$ cat src/rtl/cpu_pkg.sv
// Shared definitions for the branch sequencer: opcode default, condition codes
// and FSM state encoding.
package cpu_pkg;

  localparam logic [4:0] BR_OPCODE_DEF = 5'b10011;

  typedef enum logic [1:0] {
    BRZR = 2'b00,
    BRNZ = 2'b01,
    BRPL = 2'b10,
    BRMI = 2'b11
  } condT;

  typedef enum logic [2:0] {
    IDLE   = 3'd0,
    EVAL   = 3'd1,
    DECIDE = 3'd2,
    LOAD   = 3'd3,
    DONE   = 3'd4
  } stateT;

endpackage

$ cat src/rtl/cond_eval.sv
// Combinational branch-condition evaluator: tests the condition register value
// against the selected c2 condition.
module cond_eval
  import cpu_pkg::*;
(
  input  logic [31:0] busVal,
  input  condT        c2,
  output logic        condMet
);

  always_comb begin
    condMet = 1'b0;
    unique case (c2)
      BRZR: condMet = (busVal == 32'd0);
      BRNZ: condMet = (busVal != 32'd0);
      BRPL: condMet = !busVal[31] && (busVal != 32'd0);
      BRMI: condMet = busVal[31];
    endcase
  end

endmodule

$ cat src/rtl/branch_seq.sv
// Conditional-branch control sequencer: evaluates the condition register,
// loads the PC from the target register when taken, counts taken branches.
module branch_seq
  import cpu_pkg::*;
#(
  parameter logic [4:0] BR_OPCODE = BR_OPCODE_DEF,
  parameter int         CNT_W     = 16
) (
  input  logic             clock,
  input  logic             reset,
  input  logic             start,
  input  logic [31:0]      ir,
  input  logic [31:0]      bus_in,
  output logic             ra_out,
  output logic             rb_out,
  output logic             pc_in,
  output logic             con_out,
  output logic             busy,
  output logic             done,
  output logic [CNT_W-1:0] taken_cnt
);

  stateT state;
  condT  c2Held;
  logic  condMet;
  logic  unusedIr;

  assign unusedIr = ^{ir[26:21], ir[18:0]};

  function automatic logic [CNT_W-1:0] satInc(input logic [CNT_W-1:0] v);
    return (&v) ? v : v + CNT_W'(1);
  endfunction

  cond_eval uCondEval (
    .busVal (bus_in),
    .c2     (c2Held),
    .condMet(condMet)
  );

  // Strobes are registered alongside the state transition that enters the
  // state they belong to, so they are glitch-free and Moore in effect.
  always_ff @(posedge clock or posedge reset) begin
    if (reset) begin
      state     <= IDLE;
      c2Held    <= BRZR;
      con_out   <= 1'b0;
      taken_cnt <= '0;
      ra_out    <= 1'b0;
      rb_out    <= 1'b0;
      pc_in     <= 1'b0;
      busy      <= 1'b0;
      done      <= 1'b0;
    end else begin
      ra_out <= 1'b0;
      rb_out <= 1'b0;
      pc_in  <= 1'b0;
      done   <= 1'b0;
      case (state)
        IDLE: begin
          if (start && ir[31:27] == BR_OPCODE) begin
            c2Held <= condT'(ir[20:19]);
            state  <= EVAL;
            ra_out <= 1'b1;
            busy   <= 1'b1;
          end
        end
        EVAL: begin
          con_out <= condMet;
          state   <= DECIDE;
        end
        DECIDE: begin
          if (con_out) begin
            state  <= LOAD;
            rb_out <= 1'b1;
            pc_in  <= 1'b1;
          end else begin
            state <= DONE;
            done  <= 1'b1;
          end
        end
        LOAD: begin
          taken_cnt <= satInc(taken_cnt);
          state     <= DONE;
          done      <= 1'b1;
        end
        DONE: begin
          state <= IDLE;
          busy  <= 1'b0;
        end
        default: begin
          state <= IDLE;
          busy  <= 1'b0;
        end
      endcase
    end
  end

endmodule

$ cat config.mk
export PLATFORM = sky130hd
export DESIGN_NAME = branch_seq
export DESIGN_NICKNAME = d
export VERILOG_FILES = /design/src/rtl/cpu_pkg.sv /design/src/rtl/cond_eval.sv /design/src/rtl/branch_seq.sv
export SDC_FILE = /design/constraint.sdc
export NUM_CORES = 1
export LEC_CHECK = 0
export ABC_CLOCK_PERIOD_IN_PS = 2200
export CORE_MARGIN = 10
export CORE_UTILIZATION = 35
export CTS_BUF_LIST = sky130_fd_sc_hd__clkbuf_16
export DETAILED_ROUTE_END_ITERATION = 8
export PLACE_DENSITY = 0.8
export SYNTH_ARGS = -nofsm -noshare
export SYNTH_HDL_FRONTEND = slang
export SYNTH_HIERARCHICAL = 1
export SYNTH_SLANG_ARGS = --single-unit
$ cat constraint.sdc
create_clock -name clock -period 2.2 [get_ports clock]
set_clock_uncertainty 0.1 [all_clocks]
set_input_delay 0.44 -clock clock [delete_from_list [all_inputs] [get_ports clock]]
set_output_delay 0.44 -clock clock [all_outputs]
set_load 0.01 [all_outputs]
# [Yosys cells after proc, flatten, opt, wreduce, memory -nomap -nowiden]
# Index checks and enable logic that the tools add are counted.
[word_totals] ff_bits=26 latchBits=0 ram_bits=0 rom_bits=0 inputBits=67 out_inout_bits=22 elab_cells=43 mem_count=0
[op_classes] n_addsub=1 multipliers=0 div=0 order_cmp=0 n_eq_ne=8 shifts=0 muxes=12 bitwise=2 n_reduce_logical=12
[op_table] operator="zero test 32 bit" n=1
[op_table] operator="nonzero test 32 bit" n=1
[op_table] operator="adder 16 x 1 -> 16 bit, second input constant" n=1
[op_table] operator="AND reduction 16 bit" n=1
[op_table] operator="case mux 3 bit (4 select lines)" n=1
[op_table] operator="equality test 3 x 2 -> 1 bit, second input constant" n=2
[op_table] operator="two-way mux 1 bit" n=6
[op_table] operator="two-way mux 3 bit" n=2
[op_table] operator="AND reduction 2 bit" n=3
[op_table] operator="equality test 5 bit, second input constant" n=1
[op_table] operator="equality test 2 bit, second input constant" n=2
[op_table] operator="case mux 1 bit (2 select lines)" n=2
[op_table] operator="case mux 1 bit (4 select lines)" n=1
[op_table] operator="equality test 3 x 1 -> 1 bit, second input constant" n=1
[op_table] operator="zero test 3 bit" n=1
[op_table] operator="OR reduction 3 bit" n=1
[op_table] operator="equality test 2 x 1 -> 1 bit, second input constant" n=1
[op_table] operator="logical AND 1 bit" n=2
[op_table] operator="zero test 2 bit" n=1
[op_table] operator="!= test 2 bit, second input constant" n=1
[op_table] operator="NOT 1 bit" n=2
[op_table] operator="zero test 1 bit" n=1

# [Logic depth before layout (Yosys ltp)]
[logic_depth] word_depth=4 mapped_depth=5

# [By module]
# Netlist, hierarchy kept.
[by_module_without_submodules] mod="branch_seq" n_inst=1 cells_per_inst=103 area_per_inst_um2=1192.4
[by_module_without_submodules] mod="cond_eval" n_inst=1 cells_per_inst=17 area_per_inst_um2=112.6

# [Least setup slack after synthesis]
# Ideal clock, no wire load.
[synth_path] path_type="reg-to-reg" from="register taken_cnt[0]" to="register taken_cnt[14]" setup_ns=0.125 t_arrival_ns=1.661 t_required_ns=1.975 setup_slack_ns=0.314 stages_incl_launch_ff=6 path_buffers=0 synth_period_minus_slack_ns=1.886 cell_sequence="dfrtp_1 > ha_1 > nand3_1 > or2_2 > nor4_1 > mux2_2"
[synth_between] elab_chain_len=3 elab_cells_between_ends=4 cone_classes="add/sub (1); bitwise (1); reduce/logical (2)"
[synth_lines] item="start, declared" line="branch_seq.sv:20" rtl="output logic [CNT_W-1:0] taken_cnt"
[synth_lines] item="start signal, assigned" line="branch_seq.sv:82" rtl="taken_cnt <= satInc(taken_cnt);"
[synth_lines] item="parallel branches: the longest is 3 deep, another holds adder 16 x 1 -> 16 bit"
# Parallel ways; which one is timed is not known.
# A chain may end at the register's enable or synchronous reset.

# [Worst setup path after layout]
[layout_path] from="input port bus_in[11]" to="register con_out"
[layout_between] elab_chain_len=3 elab_cells_between_ends=4 cone_classes="mux (1); reduce/logical (3)"
[layout_lines] item="start, declared" line="branch_seq.sv:13" rtl="input logic [31:0] bus_in,"
[layout_lines] item="nonzero test 32 bit" line="cond_eval.sv:15, cond_eval.sv:16"
[layout_lines] item="logical AND 1 bit" line="cond_eval.sv:16" rtl="BRPL: condMet = !busVal[31] && (busVal != 32'd0);"
[layout_lines] item="case mux 1 bit (4 select lines) (*)" line="cond_eval.sv:13" rtl="unique case (c2)"
[layout_lines] item="net condMet" line="branch_seq.sv:25" rtl="logic condMet;"
[layout_lines] item="end signal, assigned" line="branch_seq.sv:68" rtl="con_out <= condMet;"
[layout_lines] item="end, declared" line="branch_seq.sv:17" rtl="output logic con_out,"
# The timed path passes the listed nets; every way through them passes the cells marked *.

==> metrics <==
Clk Tree Root Cell=sky130_fd_sc_hd__clkbuf_16; vias in the first global route=1192; commonest cells after routing, fill and taps aside=sky130_fd_sc_hd__clkdlybuf4s50_1 (63), sky130_fd_sc_hd__dfrtp_1 (26), sky130_fd_sc_hd__nor4_1 (11); critical path class=in -> reg; die area=6571 um2; antenna violations before repair=0; Setup Viol. Count Final=0; clock tree from TritonCTS=yes; total design power=1.044 mW; netlist area before placement=1305 um2; Detail Placement HPWL=3.031 mm; RSZ-0062 raised after global routing=no; Routed WL=3.619 mm; first-pass GRT wire length=5.685 mm; post-synthesis area per instance=10.88 um2; post-route ant nets=0; synthesis-stage register bit count=26; total track usage=0.1098; DRC violations left=0; source-to-sink clock delay at the later pin of the worst-skew pair=250 ps; final hold violation count=0; effective utilization at floorplan=0.3592; number of H-tree levels=1; cts bufs inserted=3; I/O Pins=89; post-synthesis net count=188; number of buffers added on ports=63; class of the most critical hold timing path=reg -> reg; Mapped Cells=120; Clock transition at path regs=60 ps; pin slew with the least headroom to its limit=387.6 ps; peak supply drop=0.2786 mV; data required time at the worst endpoint=2300 ps; total global routing overflow=0; number of unique standard cell types used by synthesis=31; Layout Nets=259; final clock period utilization by the worst path=0.9163; number of resized instances in the post-cts repair step=0; element type at the critical path start=input pin; final std cells w/o fill=237; Critical Path Source=bus_in[11]; highest clock frequency the design can meet=496.1 MHz; Max FO, Critical Path=3; area grow syn2layout=60.69%; total number of vias=1158; area share of the largest cell type after synthesis=0.4986; Routability Congestion=0.7922; Sinks on Clock Net=26; most common cell after layout, fill and taps aside=sky130_fd_sc_hd__clkdlybuf4s50_1; worst setup slack before clock tree synthesis=-66.90 ps; top cell family by delay on the critical path=simple AND/OR/NAND/NOR gates; cells along the critical path=clkdlybuf4s50_1 > nor4_1 > nand4_1 > or3_1 > a32oi_1 > mux2_2; share of final-layout standard cells stronger than drive strength 1=0.1111; number of buffers on the longest clock path=2; delay of the slowest cell on the worst path=400 ps; core area=3633 um2; number of max-slew violations in the final report=0; post-CTS setup buffers=0; initial DRC count=49; post-route cell area=2097 um2; Synth warnings=6; count of max-cap constraint violations=0; pin count of the biggest net entering global routing=27; Final Critical Period=2016 ps; run status=complete, no violations; Buffers & Inverters on Critical Path=1; launch point of the worst reg-to-reg path=taken_cnt[0]; setup TNS after final layout=0 ps; Power Dens Cells=497.7 nW/um2; Die Y=81.06 um; relative slew slack=0.7397; share of synthesized area occupied by flip-flops and latches=0.4986; cell type with the highest aggregate area in the netlist=sky130_fd_sc_hd__dfrtp_1; die span in x=81.06 um; Worst setup EP type=flip-flop; final routed wire length divided by cell count=15.27 um; dpl cells=234; hold buffer count at CTS=0; Std-Cell Rows=22; cell with the largest stage delay on the worst path=sky130_fd_sc_hd__clkdlybuf4s50_1; placement-stage cell area=2022 um2; ranking of synthesized cells by area=sky130_fd_sc_hd__dfrtp_1 (50%), sky130_fd_sc_hd__xor2_1 (5.4%), sky130_fd_sc_hd__nor4_1 (5.3%); minimum setup slack in the final design=184.1 ps; via density per instance=4.886; HP Start=c2Held[1]; arrival time at the worst endpoint=2110 ps; Leak=0.9072 nW; detailed-router iteration count before antenna repair=4; number of antenna repair diodes=0
where the power goes:
| part | switching [mW] | internal, mW | leakage, nW | total (mW) |
|---|---|---|---|---|
| Clock | 0.152 | 0.240 | 0.0370 | 0.393 |
| Combinational | 0.0462 | 0.100 | 0.512 | 0.146 |
| Sequential | 0.0108 | 0.494 | 0.359 | 0.505 |
| Total | 0.209 | 0.834 | 0.907 | 1.04 |
cells in the mapped netlist, drive strengths merged:
cell,instances
mux2i,1
xnor2,5
o21ai,6
nor2b,1
o2111ai,2
buf,1
nand3b,1
nor3,5
ha,1
a21oi,1
inv,5
nor2,9
mux2,6
or3,3
or2,1
xor2,8
dfrtp,26
nand4,8
nand3,4
nor3b,1
nand2,6
clkbuf,1
nand2b,3
a32oi,1
nor4,14
cell families after synthesis:
group           count (synthesis)  synth area share
compound gates                 10           0.04698
xor+xnor                       13           0.08725
fa+ha+maj                       1          0.009586
buf+inv                         7           0.02301
flops                          26            0.4986
mux                             7           0.06231
simple gates                   56            0.2723
worst reg2reg max path: cells and delay by family (launching register included):
kind                       cells  cell delay [ps]
DFF                            1              450
buffers and inverters          1              180
and+or+nand+nor                3              560
adders and majority gates      1              200
muxes                          1              310
path summary, 6_finish.rpt:
path / slack [ps] / to / cells past startpoint
worst min-delay path: 410 / c2Held[1] / 1
min in group asynchronous: 450 / taken_cnt[4] / 3
max in group asynchronous: 1320 / taken_cnt[13] / 3
worst max register to register: 290 / taken_cnt[1] / 6
worst max-delay path: 180 / con_out / 6
worst min register to register: 410 / c2Held[1] / 1
metal layers:
metal / vias up / routed length [um] / global-route usage
li1: 577 / - / -
met1: 553 / 1413 / 0.1196
met2: 22 / 2009 / 0.2118
met3: 6 / 130 / 0.01325
met4: 0 / 66 / 0.03806
met5: - / 0 / 0
flip-flops by register name (all words and copies together) (netlist names):
register   flops
busy           1
c2Held         2
con_out        1
done           1
pc_in          1
ra_out         1
state          3
taken_cnt     16
cell type report:
cell class,count,area (um2)
Tap cell,48,60.06
Clock buffer,3,75.07
Inverter,5,18.77
Multi-Input combinational cell,87,624.3
Fill cell,315,1536
Timing Repair Buffer,68,668.1
Sequential cell,26,650.6
through the flow:
stage                     utilization  hold slack (ps)
final                          0.5771            405.1
after global routing           0.5771            442.3
after CTS                      0.5771            408.5
after detailed placement       0.5565            395.2
after global placement         0.5565            391.3
after floorplan                     -            347.1
No activity file was read; power rests on OpenSTA's default activity.
